## config.mk

```make
export PLATFORM = sky130hd
export DESIGN_NAME = rsp_framer_flat
export DESIGN_NICKNAME = d
export VERILOG_FILES = /design/src/rtl/rsp_framer_if.sv /design/src/rtl/rsp_framer.sv /design/src/flat_wrapper.sv
export SDC_FILE = /design/constraint.sdc
export NUM_CORES = 1
export LEC_CHECK = 0
export ABC_CLOCK_PERIOD_IN_PS = 4500
export CELL_PAD_IN_SITES_DETAIL_PLACEMENT = 1
export CELL_PAD_IN_SITES_GLOBAL_PLACEMENT = 1
export CORE_ASPECT_RATIO = 0.7
export CORE_MARGIN = 8
export CORE_UTILIZATION = 43
export CTS_CLUSTER_DIAMETER = 50
export DETAILED_ROUTE_END_ITERATION = 7
export GPL_ROUTABILITY_DRIVEN = 0
export MAX_ROUTING_LAYER = met4
export PLACE_DENSITY = 0.83
export SKIP_LAST_GASP = 1
export SYNTH_ARGS = -nofsm -noshare
export SYNTH_HDL_FRONTEND = slang
export SYNTH_SLANG_ARGS = --single-unit
```

## constraint.sdc

```tcl
create_clock -name clk -period 4.5 [get_ports clk]
set_input_delay 0.45 -clock clk [delete_from_list [all_inputs] [get_ports clk]]
set_output_delay 0.45 -clock clk [all_outputs]
set_load 0.03 [all_outputs]
```

## src/rtl/rsp_framer_if.sv

```systemverilog
// Handshake/bus bundle between rsp_framer and its requesting units and byte sink.
// Latency: none, wiring only.
// Backpressure: out_ready from the sink stalls the byte stream.
interface rsp_framer_if #(
    parameter int NUNITS = 4
);
    logic [NUNITS-1:0]    invol_req;
    logic [NUNITS-1:0]    invol_grant;
    logic [32*NUNITS-1:0] param_data;
    logic [NUNITS-1:0]    param_write;
    logic [NUNITS-1:0]    unit_done;
    logic [7:0]           out_data;
    logic                 out_valid;
    logic                 out_ready;
    logic                 overflow;
    logic                 timeout_err;
    logic                 busy;

    modport master (
        input  invol_req, param_data, param_write, unit_done, out_ready,
        output invol_grant, out_data, out_valid, overflow, timeout_err, busy
    );

    modport slave (
        output invol_req, param_data, param_write, unit_done, out_ready,
        input  invol_grant, out_data, out_valid, overflow, timeout_err, busy
    );
endinterface

```

## src/rtl/rsp_framer.sv

```systemverilog
// Round-robin grants one unit, captures its words + response code, emits a byte frame.
// Latency: request->grant 1 cycle, done->first byte 1 cycle, then 1 byte/cycle.
// Backpressure: out_data held while out_valid && !out_ready. RSP_FRAMER_CRC_EN appends a CRC-8 trailer.
module rsp_framer #(
    parameter int NUNITS     = 4,
    parameter int MAX_PARAMS = 8,
    parameter int TIMEOUT    = 1024
) (
    input  logic         clk,
    input  logic         rst_n,
    rsp_framer_if.master bus
);
    localparam int PW = (NUNITS > 1) ? $clog2(NUNITS) : 1;
    localparam int CW = $clog2(MAX_PARAMS + 1);
    localparam int WW = (MAX_PARAMS > 1) ? $clog2(MAX_PARAMS) : 1;
    localparam int TW = $clog2(TIMEOUT + 1);

    typedef enum logic [1:0] {IDLE, COLLECT, EMIT} state_t;

    state_t            r_state;
    logic [PW-1:0]     r_rr;
    logic [PW-1:0]     r_g;
    logic [NUNITS-1:0] r_grant;
    logic [CW-1:0]     r_cnt;
    logic [TW-1:0]     r_timer;
    logic [7:0]        r_bidx;
    logic [7:0]        r_out_data;
    logic              r_out_valid;
    logic              r_ovf;
    logic              r_to;
    logic [31:0]       r_words [MAX_PARAMS];

    logic [PW-1:0]     w_pick;
    logic              w_found;
    logic [31:0]       w_data;
    logic              w_wr;
    logic              w_done;
    logic [7:0]        w_len;
    logic [7:0]        w_last;
    logic [7:0]        w_nidx;
    logic [7:0]        w_off;
    logic [31:0]       w_word;
    logic [7:0]        w_next_byte;
    logic [PW-1:0]     w_rr_next;

    function automatic logic [PW-1:0] rr_add(input logic [PW-1:0] base, input int off);
        int s;
        s = int'(base) + off;
        if (s >= NUNITS) s = s - NUNITS;
        return PW'(s);
    endfunction

    // Descending scan so the smallest offset from the pointer wins.
    always_comb begin
        w_found = 1'b0;
        w_pick  = r_rr;
        for (int i = NUNITS - 1; i >= 0; i--) begin
            if (bus.invol_req[rr_add(r_rr, i)]) begin
                w_found = 1'b1;
                w_pick  = rr_add(r_rr, i);
            end
        end
    end

    assign w_data    = bus.param_data[32*r_g +: 32];
    assign w_wr      = bus.param_write[r_g];
    assign w_done    = bus.unit_done[r_g];
    assign w_rr_next = rr_add(r_g, 1);
    assign w_len     = 8'({r_cnt, 2'b00});

`ifdef RSP_FRAMER_CRC_EN
    logic [7:0] r_crc;
    logic [7:0] w_crc_nxt;

    function automatic logic [7:0] crc8_step(input logic [7:0] c, input logic [7:0] d);
        logic [7:0] x;
        x = c ^ d;
        for (int i = 0; i < 8; i++) x = x[7] ? ((x << 1) ^ 8'h07) : (x << 1);
        return x;
    endfunction

    assign w_crc_nxt = crc8_step(r_crc, r_out_data);
    assign w_last    = w_len + 8'd2;
`else
    assign w_last    = w_len + 8'd1;
`endif

    // Byte index k: 0 = code, 1 = length, 2.. = words MSB first, then optional CRC.
    always_comb begin
        w_next_byte = 8'h00;
        w_nidx      = r_bidx + 8'd1;
        w_off       = r_bidx - 8'd1;
        w_word      = r_words[WW'(w_off >> 2)];
        case (w_off[1:0])
            2'd0:    w_next_byte = w_word[31:24];
            2'd1:    w_next_byte = w_word[23:16];
            2'd2:    w_next_byte = w_word[15:8];
            default: w_next_byte = w_word[7:0];
        endcase
        if (w_nidx == 8'd1) w_next_byte = w_len;
`ifdef RSP_FRAMER_CRC_EN
        if (w_nidx == w_last) w_next_byte = w_crc_nxt;
`endif
    end

    always_ff @(posedge clk) begin
        if (r_state == COLLECT && w_wr && r_cnt != CW'(MAX_PARAMS))
            r_words[r_cnt[WW-1:0]] <= w_data;
    end

    always_ff @(posedge clk or negedge rst_n) begin
        if (!rst_n) begin
            r_state     <= IDLE;
            r_rr        <= '0;
            r_g         <= '0;
            r_grant     <= '0;
            r_cnt       <= '0;
            r_timer     <= '0;
            r_bidx      <= '0;
            r_out_data  <= '0;
            r_out_valid <= 1'b0;
            r_ovf       <= 1'b0;
            r_to        <= 1'b0;
`ifdef RSP_FRAMER_CRC_EN
            r_crc       <= '0;
`endif
        end else begin
            r_grant <= '0;
            case (r_state)
                IDLE: begin
                    if (w_found) begin
                        r_g             <= w_pick;
                        r_grant[w_pick] <= 1'b1;
                        r_timer         <= TW'(TIMEOUT);
                        r_cnt           <= '0;
                        r_state         <= COLLECT;
                    end
                end
                COLLECT: begin
                    if (w_wr) begin
                        if (r_cnt == CW'(MAX_PARAMS)) r_ovf <= 1'b1;
                        else                          r_cnt <= r_cnt + 1'b1;
                    end
                    if (w_done) begin
                        r_out_data  <= w_data[7:0];
                        r_out_valid <= 1'b1;
                        r_bidx      <= '0;
`ifdef RSP_FRAMER_CRC_EN
                        r_crc       <= '0;
`endif
                        r_state     <= EMIT;
                    end else if (r_timer == TW'(1)) begin
                        r_to    <= 1'b1;
                        r_cnt   <= '0;
                        r_rr    <= w_rr_next;
                        r_state <= IDLE;
                    end else begin
                        r_timer <= r_timer - 1'b1;
                    end
                end
                EMIT: begin
                    if (r_out_valid && bus.out_ready) begin
`ifdef RSP_FRAMER_CRC_EN
                        r_crc <= w_crc_nxt;
`endif
                        if (r_bidx == w_last) begin
                            r_out_valid <= 1'b0;
                            r_out_data  <= '0;
                            r_cnt       <= '0;
                            r_rr        <= w_rr_next;
                            r_state     <= IDLE;
                        end else begin
                            r_bidx     <= w_nidx;
                            r_out_data <= w_next_byte;
                        end
                    end
                end
                default: r_state <= IDLE;
            endcase
        end
    end

    assign bus.invol_grant = r_grant;
    assign bus.out_data    = r_out_data;
    assign bus.out_valid   = r_out_valid;
    assign bus.overflow    = r_ovf;
    assign bus.timeout_err = r_to;
    assign bus.busy        = (r_state != IDLE);
endmodule

```

## src/flat_wrapper.sv

```systemverilog
// flat-port wrapper written by rule: the top's interface ports become plain ports
module rsp_framer_flat 
#(
    parameter int NUNITS     = 4,
    parameter int MAX_PARAMS = 8,
    parameter int TIMEOUT    = 1024
)
  (clk, rst_n, bus_invol_req, bus_param_data, bus_param_write, bus_unit_done, bus_out_ready, bus_invol_grant, bus_out_data, bus_out_valid, bus_overflow, bus_timeout_err, bus_busy);
  rsp_framer_if #(.NUNITS(NUNITS)) bus_i ();
  input  logic clk;
  input  logic rst_n;
  input wire logic [$bits(bus_i.invol_req)-1:0] bus_invol_req;
  input wire logic [$bits(bus_i.param_data)-1:0] bus_param_data;
  input wire logic [$bits(bus_i.param_write)-1:0] bus_param_write;
  input wire logic [$bits(bus_i.unit_done)-1:0] bus_unit_done;
  input wire logic [$bits(bus_i.out_ready)-1:0] bus_out_ready;
  output wire logic [$bits(bus_i.invol_grant)-1:0] bus_invol_grant;
  output wire logic [$bits(bus_i.out_data)-1:0] bus_out_data;
  output wire logic [$bits(bus_i.out_valid)-1:0] bus_out_valid;
  output wire logic [$bits(bus_i.overflow)-1:0] bus_overflow;
  output wire logic [$bits(bus_i.timeout_err)-1:0] bus_timeout_err;
  output wire logic [$bits(bus_i.busy)-1:0] bus_busy;
  assign bus_i.invol_req = bus_invol_req;
  assign bus_i.param_data = bus_param_data;
  assign bus_i.param_write = bus_param_write;
  assign bus_i.unit_done = bus_unit_done;
  assign bus_i.out_ready = bus_out_ready;
  assign bus_invol_grant = bus_i.invol_grant;
  assign bus_out_data = bus_i.out_data;
  assign bus_out_valid = bus_i.out_valid;
  assign bus_overflow = bus_i.overflow;
  assign bus_timeout_err = bus_i.timeout_err;
  assign bus_busy = bus_i.busy;
  rsp_framer #(.NUNITS(NUNITS), .MAX_PARAMS(MAX_PARAMS), .TIMEOUT(TIMEOUT)) u_core (.clk(clk), .rst_n(rst_n), .bus(bus_i));
endmodule
```

==> results.md, run 1 <==
Worst setup path:
- The worst register-to-register path has a depth of 9.
- For the worst setup path, the data required time is 4.99 ns.
- In this run the worst setup path begins at u_core.r_bidx[0]$_DFFE_PN0P_.
- The kind of capture point of the worst setup path is a register.
- The critical path in this run is classified as reg -> reg.
- The endpoint of the worst setup timing path is u_core.bus.out_data[1]$_DFFE_PN0P_.
- Of all nets on the critical path, the largest fanout is 24.
- At the worst endpoint, the arrival time is a little over 4 ns.
- The worst register-to-register path ends at u_core.bus.out_data[1]$_DFFE_PN0P_.
- The critical register-to-register path startpoint is u_core.r_bidx[0]$_DFFE_PN0P_.
- Setup slack on the worst reg-to-reg path comes out at between 0.9 and 1 ns.
- STA classifies the critical path startpoint as a register.

GRT:
- The via count of the first global-routing pass is about 11000.
- The global-route usage over all layers is 21.7%.
- Entering global routing, the biggest net connects 56 pins.
- After global routing the overflow that remains totals 0.
- The number of antenna violations at the first check in global routing is 4.
- The global-route wire length before repair is about 65000 um.

Placement:
- The detailed placement HPWL is 28400 um.
- The placed standard-cell area is around 0.016 mm^2.
- Buffers placed on the I/O ports in this run total roughly 160.

Logic synthesis:
- The per-instance average area after synthesis is 14.7 um^2.
- The cell area after technology mapping is between 0.01 and 0.015 mm^2.
- For this run, asynchronously set or reset flops after synthesis account for 14.7%.
- By count the netlist is led by 256 x sky130_fd_sc_hd__edfxtp_1, 73 x sky130_fd_sc_hd__nand2_1, 58 x sky130_fd_sc_hd__mux4_2.
- The number of enable-type register cells in the synthesized netlist is 256.
- By instance count, the leading cell after synthesis is sky130_fd_sc_hd__edfxtp_1.
- The sequential area share after synthesis is 61.1%.
- After synthesis, the largest area contributor takes up 53.4% of total cell area.
- Yosys printed 0 warnings.
- The register bit total from synthesis is 300.
- For this run, the leading register cell type out of synthesis is sky130_fd_sc_hd__edfxtp_1.
- Synthesis instantiated 76 different standard cells from the library.
- When the netlist entered floorplanning its net count stood at 1136.
- Synthesis handed over a netlist of 979 instances.
- The synthesized design spends more area on one cell type than any other, namely sky130_fd_sc_hd__edfxtp_1.
- In the post-synthesis netlist, the biggest area contributors are sky130_fd_sc_hd__edfxtp_1 53%, sky130_fd_sc_hd__mux4_2 9.1%, sky130_fd_sc_hd__dfrtp_1 7.7%.

Run status:
- The checks that failed: negative hold slack.
- The flow ran to the end, but the final reports show violations.

Clock network:
- The H-tree depth reported by CTS is 1.
- In this run, CTS created clock tree buffers numbering 31.
- The number of buffers inserted to repair setup after CTS is 0.
- The number of buffers added to fix hold violations after cts is 0.
- The clock root buffer is sky130_fd_sc_hd__clkbuf_16.
- The TritonCTS clock tree is yes.
- The number of gates resized after CTS is 0.
- The number of buffers on the longest clock path is 3.
- The clock transition at the registers of the reported paths is 0.07 ns.
- The source-to-sink clock delay at the later pin of the worst-skew pair is 0.57 ns.
- The clock net in this run drives a total of 300 sinks.

Timing:
- Between clock sinks in the finished design, the worst skew comes to 0.0120 ns.
- Timing would allow up to between 0.2 and 0.3 GHz.
- The max-slew violation total from the final report came to 0.
- The final critical path time including I/O delays and setup is around 3.6 ns.
- The accumulated negative setup slack is 0 ns.
- In the finished design, the share of the clock period the worst path needs comes to 79.6%.
- Across all hold checks on the routed design, the worst slack comes to -0.00455 ns.
- The final hold violation count was 7.
- The slew at the pin with the worst max-slew slack is 1.06 ns.
- Setup repair after global routing left no endpoint under its margin.
- Setup violations remaining at the end of the flow were counted as 0.
- In this run the tightest slew margin relative to its limit is 29.2%.

Die:
- The total area inside the core boundary comes to 0.0332 mm^2.
- The cell row count is 56.
- The y dimension of the die is ~170 um.
- For this configuration, the core starts out at a cell density of 43.3%.
- The floorplan step set the die width to 235 um.
- The total die area is 0.0397 mm^2.
- The I/O pin count is 159.

Run:
- The max-cap violation count is 0.

Pwr:
- The analysis attributes to cell leakage a power of 5.82 nW.
- In this run the power density over the cells is 603 mW/mm^2.
- The maximum vdd ir drop is around 0.00044 V.

Detailed routing:
- For this run, design rule violations remaining after detail routing come to 0.
- The first-iteration detailed-routing DRC count is 973.
- The count of nets left with antenna violations once routing finished came out at 0.
- The detailed-route via count is around 9800.
- The pre-antenna-repair detailed-routing pass consisted of 5 iterations.
- The total wire length after detailed routing is 43000 um.
- In the final routed layout, each cell accounts on average for 27.0 um.
- In the routed layout, each cell is associated on average with a via count of 6.16.

Cells and area:
- From synthesis to final layout, the design area changed by 20.3%.
- The design area is 0.0173 mm^2.
- Of the cells placed in the final design, the portion with a size suffix greater than 1 is around 16%.
- The number of nets at the end of the flow is around 1300.

Min path:
- The path category of the worst min-delay check is in -> async.
placed cells by master (no fill, tap or decap), types with 26 or more instances in the layout:
cell type                           n
sky130_fd_sc_hd__clkbuf_16         31
sky130_fd_sc_hd__o21ai_0           40
sky130_fd_sc_hd__mux4_2            58
sky130_fd_sc_hd__dfrtp_1           41
sky130_fd_sc_hd__clkdlybuf4s50_1  157
sky130_fd_sc_hd__nand3_1           32
sky130_fd_sc_hd__a21oi_1           26
sky130_fd_sc_hd__edfxtp_1         256
sky130_fd_sc_hd__mux2i_1           30
sky130_fd_sc_hd__nand2_1           73
sky130_fd_sc_hd__nor2_1            30
where the power goes:
part	total (W)	internal (W)	leakage [nW]	switching (W)
sequential	0.00399	0.00370	2.88	0.000289
combinational	0.00392	0.00147	2.46	0.00245
clock	0.00253	0.00144	0.482	0.00110
metal layers:
| metal | share of wire (%) | up-vias | routed length (um) | global-route usage (%) |
|---|---|---|---|---|
| met3 | 7.5 | 103 | 3240 | 5.49 |
| met2 | 48 | 430 | 20600 | 34.8 |
| met1 | 41 | 5028 | 17800 | 26.8 |
| met5 | 0 | - | 0 | - |
| met4 | 3.1 | 0 | 1350 | 7.30 |
| li1 | - | 4236 | - | - |
metrics by stage:
stage          utilization, %  power [W]  hold slack, ns  worst slack [ns]  std cells
2_1_floorplan               -    0.00667           0.154             0.327        979
3_3_place_gp             49.1    0.00769           0.475              1.29       1530
3_5_place_dp             49.1    0.00790           0.472              1.11       1530
4_1_cts                  52.1     0.0104         0.00368             0.995       1586
5_1_grt                  52.1     0.0109          0.0330             0.770       1590
6_report                 52.1     0.0104        -0.00455             0.918       1590
kinds of logic after synthesis:
group                    count (synthesis)  share of synthesized area [%]
buffers and inverters                   80                           3.25
XOR/XNOR                                12                          0.730
adder cells (fa/ha/maj)                 14                           1.22
AO/OA/AOI/OAI                          218                           10.6
flip-flops                             300                           61.1
multiplexers                           120                           14.5
AND/OR/NAND/NOR                        235                           8.67
how the worst min path moves through the flow:
stage	start	to
final	rst_n	u_core.r_bidx[3]$_DFFE_PN0P_
after global routing	rst_n	u_core.r_state[0]$_DFFE_PN0P_
after CTS	rst_n	u_core.r_bidx[3]$_DFFE_PN0P_
after detailed placement	u_core.bus.timeout_err$_DFFE_PN0P_	u_core.bus.timeout_err$_DFFE_PN0P_
after global placement	u_core.bus.timeout_err$_DFFE_PN0P_	u_core.bus.timeout_err$_DFFE_PN0P_
after floorplan	rst_n	u_core.bus.invol_grant[0]$_DFF_PN0_
sequential cells by signal (all words and copies together) (netlist names):
register / flops
u_core.bus.out_data: 8
u_core.bus.invol_grant: 4
u_core.r_rr: 2
u_core.r_state: 2
u_core.r_words: 256
u_core.bus.out_valid: 1
u_core.bus.overflow: 1
u_core.r_g: 2
u_core.r_cnt: 4
u_core.bus.timeout_err: 1
u_core.r_timer: 11
u_core.r_bidx: 8
final cells by class:
cell class / count / area [um^2]
fill: 3278 / 15900
clock inverter: 23 / 216
sequential: 300 / 8790
multi-input combinational: 599 / 5170
antenna: 4 / 10.0
tap: 435 / 544
clock buffer: 33 / 783
inverter: 18 / 67.6
timing repair buffer: 178 / 1730
critical path, stage by stage, from the launching register on:
cell and delay, ns:
sky130_fd_sc_hd__dfrtp_1 0.62, sky130_fd_sc_hd__inv_1 0.23, sky130_fd_sc_hd__ha_1 0.35, sky130_fd_sc_hd__nor3b_4 0.69
sky130_fd_sc_hd__xnor2_2 0.19, sky130_fd_sc_hd__buf_4 0.37, sky130_fd_sc_hd__nand2_1 0.24, sky130_fd_sc_hd__a311oi_1 0.49
sky130_fd_sc_hd__nor4b_1 0.11, sky130_fd_sc_hd__a31oi_1 0.21
No activity file was read; power rests on OpenSTA's default activity.
==> run 2: changes to the inputs <==
--- a/config.mk
+++ b/config.mk
@@ -5,7 +5,7 @@
 export SDC_FILE = /design/constraint.sdc
 export NUM_CORES = 1
 export LEC_CHECK = 0
-export ABC_CLOCK_PERIOD_IN_PS = 4500
+export ABC_CLOCK_PERIOD_IN_PS = 3070
 export CELL_PAD_IN_SITES_DETAIL_PLACEMENT = 1
 export CELL_PAD_IN_SITES_GLOBAL_PLACEMENT = 1
 export CORE_ASPECT_RATIO = 0.7
==> constraint.sdc (replaced) <==
create_clock -name clk -period 3.07 [get_ports clk]
set_input_delay 0.307 -clock clk [delete_from_list [all_inputs] [get_ports clk]]
set_output_delay 0.307 -clock clk [all_outputs]
set_load 0.03 [all_outputs]
==> results.md, run 2 (synthesis results as in run 1) <==
Timing:
- The worst slew slack as a fraction of its limit is 23.8%.
- The final critical path time including I/O delays and setup is 2.97 ns.
- The final setup slack of the worst path is 0.104 ns.
- The maximum clock frequency is 0.337 GHz.
- The final hold violation count is 3.
- Across all hold checks on the routed design, the worst slack comes to -0.000676 ns.
- The final period utilization is 96.6%.
- The post-route clock skew is about 0.024 ns.
- Adding up every negative setup slack in the final design gives 0 ns.
- The number of setup violations in the final report is 0.
- For the pin with the worst max-slew slack, the measured transition is between 1 and 1.5 ns.
- Setup repair after global routing left no endpoint under its margin.
- The max-slew violation total from the final report is 0.

Detailed routing:
- The total wire length after detailed routing is 43100 um.
- In the routed layout, each cell is associated on average with a via count of around 6.1.
- The met2 layer wire length in the routed design is about 21000 um.
- The detailed router put a total of 18400 um of wire on met1.
- The sum of met3 wire segment lengths after detailed routing is 3040 um.
- After detailed routing, the average wire length per cell comes to 26.6 um.
- The detailed router used layers up to and including met4.
- The first-pass iteration count of the detailed router is 5.
- The first-iteration detailed-routing DRC count is 929.
- The residual antenna-violating net count after detailed routing is 0.
- For this run, design rule violations remaining after detail routing come to 0.
- Across all layers, the routed design uses 9929 vias.

GRT:
- Global routing used 21.9% of the available tracks.
- The number of antenna violations at the first check in global routing was 0.
- The maximum number of pins on one net before global-route repair is between 40 and 50.
- The via count of the first global-routing pass is 10600.
- The global-route wire length before repair is approximately 65000 um.
- After global routing the overflow that remains totals 0.

Run status:
- The final reports fail on negative hold slack.
- The flow ran to the end, but the final reports show violations.

Placement:
- OpenSTA, run right after detailed placement, puts the worst setup slack at 0.197 ns.
- Once detailed placement completed, the half-perimeter wirelength came to 28900 um.
- Port buffering added 158 buffers.
- The placed instances occupy a cell area of about 0.017 mm^2.

Pwr:
- For this design the ratio of total power to cell area is 895 mW/mm^2.
- The net switching power is 0.00577 W.
- In this run the static leakage power is ~6 nW.
- The share of total power dissipated in combinational logic is 38.1%.
- The internal portion of the total power is ~0.010 W.
- The fraction of power spent switching nets is a little over a third.
- The worst-case IR drop observed on VDD is 0.000450 V.
- The power share of the clock group is 25.6%.
- The share of power burned in registers is 36.2%.

Cells and area:
- In the layout the commonest cells are 256 x sky130_fd_sc_hd__edfxtp_1, 157 x sky130_fd_sc_hd__clkdlybuf4s50_1, 73 x sky130_fd_sc_hd__nand2_1.
- From synthesis to final layout, the design area changed by 23.3%.
- The library cell used most frequently in the layout, excluding fill and tap cells, is sky130_fd_sc_hd__edfxtp_1.
- The fill cell total of the finished layout is 3235.
- 0 antenna diodes ended up in the layout.
- The proportion of layout cells with a drive suffix above 1 is 17.8%.
- The sequential cells in the finished layout cover a total of 0.00879 mm^2.
- The number of nets at the end of the flow is between 1000 and 1500.
- Once layout is complete, the utilization of the core stands at 53.4%.
- The multi-input gate area in the final layout is roughly 0.0052 mm^2.
- After routing the design area is 0.0177 mm^2.
- The register with the most flip-flops in the layout has 256 of them.

Die:
- The die is 235 um wide.
- The placeable core area is 0.0332 mm^2.
- The starting density of the core is a little over two fifths.
- The I/O pin count is roughly 160.
- The die covers 0.0397 mm^2.
- The cell row count is 56.
- The y dimension of the die is 169 um.

Clock network:
- The clock passes through at most 3 buffers.
- The number of gates resized after CTS is 0.
- Counting every sink on the clock net gives 300.
- TritonCTS built the clock tree.
- The H-tree depth reported by CTS is 2.
- The number of buffers inserted to repair setup after CTS is 0.
- The clock transition at the registers of the reported paths is about 0.06 ns.
- TritonCTS created 35 clock buffers.
- The source-to-sink clock delay at the later pin of the worst-skew pair is 0.55 ns.
- After clock tree synthesis, the flow added hold-fix buffers numbering 0.
- The clock root buffer is sky130_fd_sc_hd__clkbuf_16.

Min path:
- In this run the worst hold path is classified as in -> async.

Worst setup path:
- At the worst endpoint, the required time is 3.43 ns.
- STA classifies the critical path startpoint as a register.
- The type of the setup path with the least slack is reg -> reg.
- The critical-path maximum fanout is 13.
- The data arrival time of the worst path is around 3.3 ns.
- STA classifies the critical path endpoint as a register.

Run:
- Max-cap violations in this run came to 0.
==> run 2: changes by cell type in the layout (fill, tap and decap cells not counted), moves of 2 or more <==
cell and delta:
sky130_fd_sc_hd__clkbuf_16 +4, sky130_fd_sc_hd__clkinvlp_4 -3, sky130_fd_sc_hd__clkbuf_1 +10, sky130_fd_sc_hd__clkinv_8 +2, sky130_fd_sc_hd__buf_4 +19, sky130_fd_sc_hd__clkinv_2 -5, sky130_fd_sc_hd__buf_12 +8, sky130_fd_sc_hd__diode_2 -4
==> run 2: power groups by stage <==
stage                     combinational, W  clock, W  sequential, W
after floorplan                    0.00398         0        0.00581
final                              0.00606   0.00407        0.00575
after global placement             0.00570         0        0.00580
after global routing               0.00647   0.00426        0.00579
after detailed placement           0.00597         0        0.00583
after CTS                          0.00602   0.00413        0.00575
==> run 2: layout make-up <==
class	count	share of cell area, %
clock buffers	48	5.27
clock inverters	16	1.04
inverters	18	0.381
multi-input cells	599	29.3
flip-flops and latches	300	49.5
well taps	435	3.07
repair buffers	205	11.4
==> run 2: path summary, 6_finish.rpt <==
kind,endpoint,depth (start not counted),start,slack [ns]
worst min register to register,u_core.bus.timeout_err$_DFFE_PN0P_,1,u_core.bus.timeout_err$_DFFE_PN0P_,0.50
max in group asynchronous,u_core.r_bidx[4]$_DFFE_PN0P_,1,rst_n,2.29
worst max-delay path,u_core.bus.out_data[0]$_DFFE_PN0P_,10,u_core.r_bidx[0]$_DFFE_PN0P_,0.10
min in group clk,u_core.bus.out_valid$_DFFE_PN0P_,4,bus_out_ready,0.48
worst min-delay path,u_core.bus.invol_grant[3]$_DFF_PN0_,1,rst_n,-0.0007
worst max register to register,u_core.bus.out_data[0]$_DFFE_PN0P_,10,u_core.r_bidx[0]$_DFFE_PN0P_,0.10
==> run 2: layer usage <==
layer	GRT usage [%]	vias to the layer above
met2	35.1	452
met3	4.08	83
met4	6.92	0
met5	-	-
met1	28.3	5093
li1	-	4301
==> run 2: worst max-delay path: stages, from the launching register on <==
cell and delay (ns):
sky130_fd_sc_hd__dfrtp_1 0.39, sky130_fd_sc_hd__inv_1 0.12, sky130_fd_sc_hd__ha_1 0.36, sky130_fd_sc_hd__nor3b_4 0.35
sky130_fd_sc_hd__buf_4 0.27, sky130_fd_sc_hd__xnor2_1 0.10, sky130_fd_sc_hd__buf_4 0.22, sky130_fd_sc_hd__a211oi_1 0.23
sky130_fd_sc_hd__a31oi_1 0.11, sky130_fd_sc_hd__a31oi_1 0.46, sky130_fd_sc_hd__a31oi_1 0.19
==> run 2: metrics by stage <==
stage | total power (W) | hold slack (ns) | cells
2_1_floorplan | 0.00978 | 0.0114 | 979
3_3_place_gp | 0.0115 | 0.480 | 1557
5_1_grt | 0.0165 | 0.0750 | 1621
3_5_place_dp | 0.0118 | 0.497 | 1557
6_report | 0.0159 | -0.000676 | 1621
4_1_cts | 0.0159 | 0.0313 | 1621
==> run 3: changes to the inputs <==
--- a/config.mk
+++ b/config.mk
@@ -5,10 +5,10 @@
 export SDC_FILE = /design/constraint.sdc
 export NUM_CORES = 1
 export LEC_CHECK = 0
-export ABC_CLOCK_PERIOD_IN_PS = 3070
+export ABC_CLOCK_PERIOD_IN_PS = 2500
 export CELL_PAD_IN_SITES_DETAIL_PLACEMENT = 1
 export CELL_PAD_IN_SITES_GLOBAL_PLACEMENT = 1
-export CORE_ASPECT_RATIO = 0.7
+export CORE_ASPECT_RATIO = 0.6
 export CORE_MARGIN = 8
 export CORE_UTILIZATION = 43
 export CTS_CLUSTER_DIAMETER = 50
==> constraint.sdc (replaced) <==
create_clock -name clk -period 2.5 [get_ports clk]
set_input_delay 0.25 -clock clk [delete_from_list [all_inputs] [get_ports clk]]
set_output_delay 0.25 -clock clk [all_outputs]
set_load 0.03 [all_outputs]
==> results.md, run 3 (synthesis results as in run 1) <==
Timing:
- The number of setup violations in the final report is 8.
- The worst path uses 109% of the clock period.
- The final hold violation count came to 0.
- The clock arrives with approximately 0.038 ns of skew.
- Static timing analysis puts the maximum clock frequency at 0.367 GHz.
- The final critical path time including I/O delays and setup is 2.73 ns.
- Setup repair after global routing could not meet its margin everywhere.
- Hold timing on the final database bottoms out at a slack of between 0.2 and 0.3 ns.
- The max-slew violation total from the final report is 0.
- Headroom to the max-slew limit came out at 53.1%.
- The final setup slack of the worst path is -0.227 ns.
- The accumulated negative setup slack is -0.869 ns.
- For the pin with the worst max-slew slack, the measured transition is 0.704 ns.

Worst setup path:
- The slowest stage cell on the critical path is sky130_fd_sc_hd__or4_4.
- The endpoint identified for the worst register-to-register timing path is u_core.bus.out_data[2]$_DFFE_PN0P_.
- The data arrival time of the worst path is 3.19 ns.
- For this run, the slowest stage of the critical path takes 0.62 ns.
- The endpoint of the worst setup timing path is u_core.bus.out_data[2]$_DFFE_PN0P_.
- The kind of capture point of the worst setup path is a register.
- The signal on the critical path passes through buf_6 -> or4_4 -> nand2_8 -> buf_12 -> buf_8 -> mux4_2 -> a31oi_1 -> and4_1 -> o21ai_1.
- The required time reported for the critical path endpoint is 2.97 ns.
- The type of the setup path with the least slack is reg -> reg.
- The worst reg-to-reg setup slack is -0.23 ns.
- In this run the worst path has a maximum fanout of 5.
- The critical path starts at u_core.r_bidx[0]$_DFFE_PN0P_.
- The critical register-to-register path startpoint is u_core.r_bidx[0]$_DFFE_PN0P_.
- The worst register-to-register path has a depth of 9.
- The startpoint class of the critical path is a register.

Pwr:
- In this run the power density over the cells is 1150 mW/mm^2.
- The cell-internal power is 0.0138 W.
- Combinational logic burns 44.0% of the power.
- The share of power burned in registers is 32.3%.
- The fraction of power spent switching nets is 36.8%.
- The cell leakage power is between 6 and 7 nW.
- The net switching power is 0.00802 W.
- The power share of the clock group is 23.7%.
- Across the VDD grid, the largest voltage drop is 0.000594 V.

Die:
- The cell row count is between 50 and 60.
- The floorplan step set the die width to 252 um.
- The die covers 0.0398 mm^2.
- The I/O pin count is 159.
- The initial utilization of the core area, before any placement, comes to 43.2%.
- In this run the standard cell core region covers 0.0333 mm^2.
- The floorplan step set the die height to ~160 um.

Cells and area:
- For this run, the post-layout net count is 1410.
- The library cell used most frequently in the layout, excluding fill and tap cells, is sky130_fd_sc_hd__edfxtp_1.
- The antenna diode count is 0.
- The proportion of layout cells with a drive suffix above 1 is 28.7%.
- Leaving out fill and tap cells, the most frequent cells in the layout are 256 x sky130_fd_sc_hd__edfxtp_1, 157 x sky130_fd_sc_hd__clkdlybuf4s50_1, 108 x sky130_fd_sc_hd__buf_4.
- The register with the most flip-flops in the layout has 256 of them.
- Compared with the post-synthesis result, the final layout area differs by 32.3%.

Clock network:
- The source-to-sink clock delay at the later pin of the worst-skew pair is 0.59 ns.
- The clock passes through at most 3 buffers.
- TritonCTS created 31 clock buffers.
- The TritonCTS clock tree is yes.
- CTS placed an instance of sky130_fd_sc_hd__clkbuf_16 at the clock tree root.
- The number of sinks driven by the clock tree is 300.
- The H-tree depth reported by CTS is 1.
- Clock-pin slew was measured on the worst setup and hold paths at 0.08 ns.

Placement:
- The HPWL after detailed placement is 31000 um.
- The number of buffer cells added on primary ports is roughly 160.

GRT:
- The global-route congestion overflow total is 0.
- The via count of the first global-routing pass was 11600.
- Entering global routing, the biggest net connects 33 pins.
- The global-route usage over all layers is 25.3%.
- The number of antenna violations at the first check in global routing was 0.
- The global-route wire length before repair is around 74000 um.

Detailed routing:
- The detailed-route via count is 10800.
- In this run the remaining antenna-violating nets after routing total 0.
- In the routed design, unresolved DRC markers number 0.
- The first-pass iteration count of the detailed router is 5.
- Wires add up to just over 50000 um.
- The wire length per cell after detailed routing is about 29 um.
- The first-iteration detailed-routing DRC count is 1102.
- The average vias per placed instance is between 6 and 7.

Run:
- The tool flagged a number of max-cap violations equal to 0.

Run status:
- The run finished, with violations left.
- The checks that failed: negative setup slack.

Min path:
- The path category of the worst min-delay check is in -> async.
==> run 3: cell types whose count changed in the layout (fill, tap and decap cells not counted), moves of 5 or more <==
cell                        delta
sky130_fd_sc_hd__buf_12       +14
sky130_fd_sc_hd__buf_6         +9
sky130_fd_sc_hd__a211oi_1      -9
sky130_fd_sc_hd__mux4_2        +6
sky130_fd_sc_hd__inv_6         +5
sky130_fd_sc_hd__buf_4        +69
sky130_fd_sc_hd__clkbuf_1      -9
sky130_fd_sc_hd__mux4_1        -6
sky130_fd_sc_hd__bufinv_16     +5
sky130_fd_sc_hd__a211oi_2      +8
==> run 3: routing by layer <==
metal / vias up / share of wire (%) / GRT usage (%)
met5: - / 0 / -
met4: 0 / 3.2 / 7.31
met3: 121 / 9.2 / 5.57
met2: 641 / 47 / 40.8
met1: 5582 / 40 / 32.3
li1: 4493 / - / -
==> run 3: cell type report <==
type                    instances  area (um^2)
flip-flops and latches        300         8800
multi-input cells             601         5500
clock inverters                22          322
fillers                      3223        14300
inverters                      18         67.6
repair buffers                301         2980
clock buffers                  35          801
well taps                     459          574
==> run 3: worst min-delay path by stage <==
stage,start,to,slack (ns)
6_report,rst_n,u_core.r_bidx[0]$_DFFE_PN0P_,0.25
3_3_place_gp,rst_n,u_core.bus.invol_grant[0]$_DFF_PN0_,0.33
3_5_place_dp,rst_n,u_core.bus.invol_grant[2]$_DFF_PN0_,0.34
4_1_cts,rst_n,u_core.r_bidx[3]$_DFFE_PN0P_,0.26
5_1_grt,rst_n,u_core.r_bidx[0]$_DFFE_PN0P_,0.32
2_1_floorplan,rst_n,u_core.bus.invol_grant[0]$_DFF_PN0_,-0.05
==> run 3: critical path: cells and delay by family (launching register included) <==
family                 cells  cell delay (ns)
flip-flops                 1             0.45
AND/OR/NAND/NOR            3             1.05
multiplexers               1             0.34
AO/OA/AOI/OAI              2             0.35
buffers and inverters      3             0.40
==> run 3: through the flow <==
step | std cells | util, % | setup WS [ns] | cell area, um^2 | power, W
after CTS | 1718 | 56.3 | -0.0554 | 18700 | 0.0211
final | 1736 | 57.2 | -0.227 | 19000 | 0.0218
after global routing | 1736 | 57.2 | -0.227 | 19000 | 0.0225
after detailed placement | 1639 | 51.7 | -0.300 | 17200 | 0.0152
after global placement | 1639 | 51.7 | -0.160 | 17200 | 0.0148
after floorplan | 979 | - | -0.00782 | 14500 | 0.0121
==> run 3: power by group through the flow <==
stage          sequential, W  clock [W]  combinational, W
3_5_place_dp         0.00715          0           0.00806
2_1_floorplan        0.00712          0           0.00498
3_3_place_gp         0.00711          0           0.00768
4_1_cts              0.00705    0.00519           0.00883
6_report             0.00704    0.00517           0.00960
5_1_grt              0.00708    0.00536            0.0101
==> run 3: timing repair <==
item	in CTS	in global routing
resized for setup	33	47
pin swaps	21	38
setup buffers	21	20
endpoints found under the hold margin	26	0
setup endpoints to repair	8	14
hold buffers	1	0
cloned	3	0
==> edit 1 (config.mk and constraints of run 3) <==
Encoding of `state_t`: now one-hot (3 bits for 3 states).
--- a/src/rtl/rsp_framer.sv
+++ b/src/rtl/rsp_framer.sv
@@ -15,7 +15,7 @@
     localparam int WW = (MAX_PARAMS > 1) ? $clog2(MAX_PARAMS) : 1;
     localparam int TW = $clog2(TIMEOUT + 1);
 
-    typedef enum logic [1:0] {IDLE, COLLECT, EMIT} state_t;
+    typedef enum logic [2:0] {IDLE = 3'b001, COLLECT = 3'b010, EMIT = 3'b100} state_t;
 
     state_t            r_state;
     logic [PW-1:0]     r_rr;
Check against the original RTL: same outputs for any inputs over 4 cycles, from zero or initial values and one cycle with rst_n low; so few cycles prove little.
==> edit 1 against run 3 <==
The flow still finishes with violations (negative setup slack). Sequential power decreased by 3%. Core utilization decreased by 0.69 points. Setup slack improved by 0.031 ns. Die area decreased by 1.4%. Area after synthesis decreased by 1.5%. Clock power decreased by 16%. Sequential cell count increased by 1. Routed wire length decreased by 6.8%. Via count decreased by 3.4%. Power decreased by 20%. Final area decreased by 3.9%. Maximum frequency increased by 1.2%. Largest cell class unchanged. Largest power group is now registers. Highest routed layer unchanged.
==> edit 1: results (changes against run 3) <==
layout cells sized above 1=21.9% (-6.8 points); Ys Warns=0 (unchanged); # fillers=3,135 (-2.7%); Main synth FF type=edfxtp_1; Num CTS Buffers=30 (-3.2%); Routed wire per std cell=27.8 um (-4.5%); CTS Buffer Depth=3 (unchanged); first-pass GRT wire length=69,500 um (-5.8%); EDFF count, synth=256 (unchanged); compound-cell area share of the yosys netlist=9.70% (-0.87 points); worst hold path type=in2async; I/O Buffers=158 (unchanged); max reg flops=256 (unchanged); CTS HTree Levels=1 (unchanged); Static Leak=6.58 nW (-0.58%); largest net degree at the start of global routing=52 (+58%); WL met2=22,000 um (-8.5%); WL met3=3810 um (-18%); router iterations before antenna repair=5 (unchanged); Post-DP HPWL=31,600 um (+2.0%); post-synthesis xor/xnor area fraction=1.25% (+0.51 points); drt first-iter violations=1,076 (-2.4%); nets@finish=1,397 (-0.92%); mux cell area share after synthesis=13.4% (-1.1 points); drt via density=6.18 (-0.97%); Clock Latency Late Sink=0.57 ns (-0.02 ns); top routing layer used=met4; Root Driver=clkbuf_16; Synth area leaders=edfxtp_1 54%, dfrtp_1 7.8%, mux4_2 6.7%, mux4_1 3.5%, mux2i_1 3.2%; met2 GRT Util=37.7% (-3.1 points); Unique masters post-synth=75 (-1.3%); post-synthesis sequential area ratio=62.2% (+1.1 points); status=finished, violations left; slew margin rel.=49.9% (-3.2 points); Worst Path Arrival=3.15 ns (-0.04 ns); ys async rst share=15.0% (+0.28 points); Adder-Cell Fraction of Synth Area=0.883% (-0.33 points); Commonest cells post-synth=256 x edfxtp_1, 82 x nand2_1, 59 x a21oi_1, 49 x o21ai_0, 45 x mux2i_1; Post-Route M1 WL=20,000 um (-1.7%); synthesized net count=1,146 (+0.88%); setup violators final=8 (unchanged); Final Skew=0.00945 ns (-0.0284 ns); final setup margin=-0.196 ns (+0.0313 ns); met3 GRT Util=4.99% (-0.59 points); clock slew at reported path FFs=roughly 0.070 ns; vias in the first global route=11,200 (-3.0%); failing checks=negative setup slack; Final ANT Viol Nets=0 (unchanged); worst-path fanout max=17 (+12); GRT Util Overall=23.9% (-1.4 points); routing usage on met1=31.1% (-1.2 points); maximum VDD drop=0.000605 V (+1.8%); antenna violations before repair=2 (+2)
==> edit 1: area by class of cell <==
cell class / count / area, um2 / share of cell area, %
Inverter: 16 / 65.1 / 0.355
Antenna cell: 2 / 5.00 / 0.0273
Sequential cell: 301 / 8820 / 48.2
Timing Repair Buffer: 279 / 2740 / 15.0
Tap cell: 424 / 531 / 2.90
Clock inverter: 18 / 118 / 0.642
Clock buffer: 37 / 798 / 4.36
Multi-Input combinational cell: 616 / 5230 / 28.6
==> edit 1: worst paths after layout <==
check | from | to | slack [ns] | cells after the start
worst max-delay path | u_core.r_bidx[3]$_DFFE_PN0P_ | u_core.bus.out_data[4]$_DFFE_PN0P_ | -0.20 | 8
worst min-delay path | rst_n | u_core.r_timer[8]$_DFFE_PN0P_ | 0.23 | 2
worst max register to register | u_core.r_bidx[3]$_DFFE_PN0P_ | u_core.bus.out_data[4]$_DFFE_PN0P_ | -0.20 | 8
worst min register to register | u_core.bus.overflow$_DFFE_PN0P_ | u_core.bus.overflow$_DFFE_PN0P_ | 0.50 | 1
max in group asynchronous | rst_n | u_core.r_bidx[1]$_DFFE_PN0P_ | 1.67 | 3
min in group clk | bus_invol_req[1] | u_core.bus.invol_grant[3]$_DFF_PN0_ | 0.46 | 3
==> edit 1: critical path, stage by stage, from the launching register on <==
cell and delay, ns:
dfrtp_1 0.50, buf_6 0.26, nand2_1 0.16, or4_1 0.55
a21bo_2 0.27, o311ai_0 0.36, buf_4 0.19, a31oi_1 0.04
a211oi_1 0.27
==> edit 1: timing repair <==
item	4_1_cts	5_1_grt
endpoints found under the hold margin	22	0
setup endpoints to repair	9	35
gates resized for setup	40	16
buffers inserted	10	5
hold buffers	1	0
gates cloned	0	3
pin swaps	6	8
==> edit 1: report_power, final <==
group / switching [W] / leakage [nW] / total (W) / internal (W)
sequential: 0.000311 / 2.88 / 0.00685 / 0.00654
clock: 0.00196 / 0.456 / 0.00433 / 0.00237
combinational: 0.00381 / 3.24 / 0.00635 / 0.00254
==> edit 1: cell families after synthesis <==
family,count (synthesis)
multiplexers,106
adder cells (fa/ha/maj),10
XOR/XNOR,18
buffers and inverters,77
AO/OA/AOI/OAI,211
flip-flops,301
AND/OR/NAND/NOR,270
==> edit 1: through the flow <==
step                      instances  setup slack, ns  utilization [%]  instance area, um2  setup TNS [ns]
final                          1693           -0.196             56.5               18300          -0.960
after global routing           1693           -0.255             56.5               18300           -1.56
after CTS                      1683           -0.166             55.9               18100          -0.617
after detailed placement       1617           -0.237             52.3               17000           -1.56
after global placement         1617           -0.129             52.3               17000          -0.637
after floorplan                 993           -0.213                -               14300           -4.17
==> edit 2 (settings of run 3) <==
Made on the original files. Build with the macro `RSP_FRAMER_CRC_EN` defined.
--- a/src/rtl/rsp_framer.sv
+++ b/src/rtl/rsp_framer.sv
@@ -1,6 +1,8 @@
 // Round-robin grants one unit, captures its words + response code, emits a byte frame.
 // Latency: request->grant 1 cycle, done->first byte 1 cycle, then 1 byte/cycle.
 // Backpressure: out_data held while out_valid && !out_ready. RSP_FRAMER_CRC_EN appends a CRC-8 trailer.
+`define RSP_FRAMER_CRC_EN
+
 module rsp_framer #(
     parameter int NUNITS     = 4,
     parameter int MAX_PARAMS = 8,
Check against the original RTL: not equivalent (a bounded check fails within 10 cycles, from zero or initial values and one cycle with rst_n low).
==> edit 2 against run 3 <==
The flow still finishes with violations (negative setup slack). Final area rose by 1.7%. Sequential cell count increased by 8. Hold slack improved by 0.033 ns. Power rose by 5.7%. Via count about the same. Cell count increased by 1.4%. Core utilization grew 0.74 points. Routed wire length down 2.2%. Setup slack worse by 0.11 ns. Critical path depth grew 1. Combinational power up 14%. Area after synthesis up 0.60%.
==> edit 2: results (changes against run 3) <==
Synth area leaders=edfxtp_1 53%, mux4_2 9.8%, dfrtp_1 9.0%, mux2i_1 2.6%, mux2_2 2.1%; NonClk Buf Share=15.6% (-0.033 points); # fillers=3,225 (+0.062%); fin cells=1,760 (+1.4%); Post-Layout Inst Area=0.0194 mm2 (+1.7%); Post-DP HPWL=32,300 um (+4.4%); Clock Network Area Fraction=5.52% (-0.37 points); Clock Power=0.00496 W (-4.1%); synthesized net count=1,157 (+1.8%); Root Driver=clkbuf_16; ys async rst share=16.9% (+2.2 points); sequential cell count=308 (+2.7%); maximum VDD drop=0.000617 V (+3.9%); Static Leak=6.81 nW (+2.9%); Num CTS Buffers=30 (-3.2%); Unique masters post-synth=73 (-3.9%); final hold slack=0.287 ns (+0.0334 ns); worst-path fanout max=4 (-1); WL met2=23,600 um (-1.9%); final setup margin=-0.336 ns (-0.109 ns); area of the multi-input gates=0.00561 mm2 (+2.0%); Routed wire per std cell=28.1 um (-3.5%); Post-Route M1 WL=20,200 um (-0.86%); slew margin rel.=46.9% (-6.1 points); vias in the first global route=11,600 (-0.15%); met3 GRT Util=5.48% (-0.098 points); # clk buffers=34 (-2.9%); reg2reg path depth=10 (+1); Inverters=23 (+5); CTS resizes=45 (+36%); first-pass GRT wire length=72,900 um (-1.2%); hold_buf cts=1 (unchanged); Commonest cells post-synth=256 x edfxtp_1, 66 x nand2_1, 63 x mux4_2, 55 x o21ai_0, 52 x dfrtp_1; drt first-iter violations=1,300 (+18%); met2 GRT Util=39.4% (-1.4 points); switch share=38.1% (+1.3 points); failing checks=negative setup slack; WL met3=4140 um (-11%); Flop pwr share=31.0% (-1.3 points); Cells after DPL=1,681 (+2.6%); status=finished, violations left; dpl ws=-0.283 ns (+0.0173 ns); GRT Util Overall=24.9% (-0.44 points); average cell area after synthesis=14.5 um2 (-1.5%); buffers inserted by post-CTS timing repair=10 (-52%); Setup TNS=-1.98 ns (-1.11 ns); routing usage on met1=31.8% (-0.48 points); layout cells sized above 1=28.1% (-0.61 points); internal power=0.0143 W (+3.5%); nets@finish=1,435 (+1.8%); setup violators final=8 (unchanged); register area=0.00899 mm2 (+2.2%); post-synthesis sequential area ratio=62.1% (+1.0 points); comb_multi_in=613 (+2.0%); Final Skew=0.0186 ns (-0.0192 ns); drt via density=6.16 (-1.3%); Die Wd=253 um (+0.28%); Non-clk bufs=302 (+0.33%); placed inst area=0.0177 mm2 (+2.8%)
[edit 2: changes by cell type after synthesis, moves of 8 or more]
cell      change
and4_1       -10
o211ai_1     -10
nor2b_1      +10
and3_1        -9
a31oi_1      -13
mux4_1        -8
a21oi_1      +20
a22oi_1      -14
o221ai_1      +8
xor2_1       +13
xnor2_1      +16
o21ai_0      +15
dfrtp_1       +8
[edit 2: kinds of logic (layout without fill, tap and decap cells)]
family / Yosys count / in the layout / synth area share [%]
fa+ha+maj: 15 / 15 / 1.28
simple gates: 225 / 225 / 7.80
flops: 308 / 308 / 62.1
compound gates: 203 / 203 / 9.26
buf+inv: 79 / 380 / 2.41
mux: 127 / 127 / 14.5
xor+xnor: 43 / 43 / 2.71
[edit 2: worst max-delay path, cell delays in order, from the launching register on]
cell and delay, ns:
dfrtp_2 0.45, inv_4 0.08, ha_4 0.16, or3b_4 0.44, xnor2_4 0.23, buf_12 0.16
mux2i_4 0.22, a211oi_1 0.11, or4_4 0.51, o211ai_1 0.21, a31oi_1 0.12
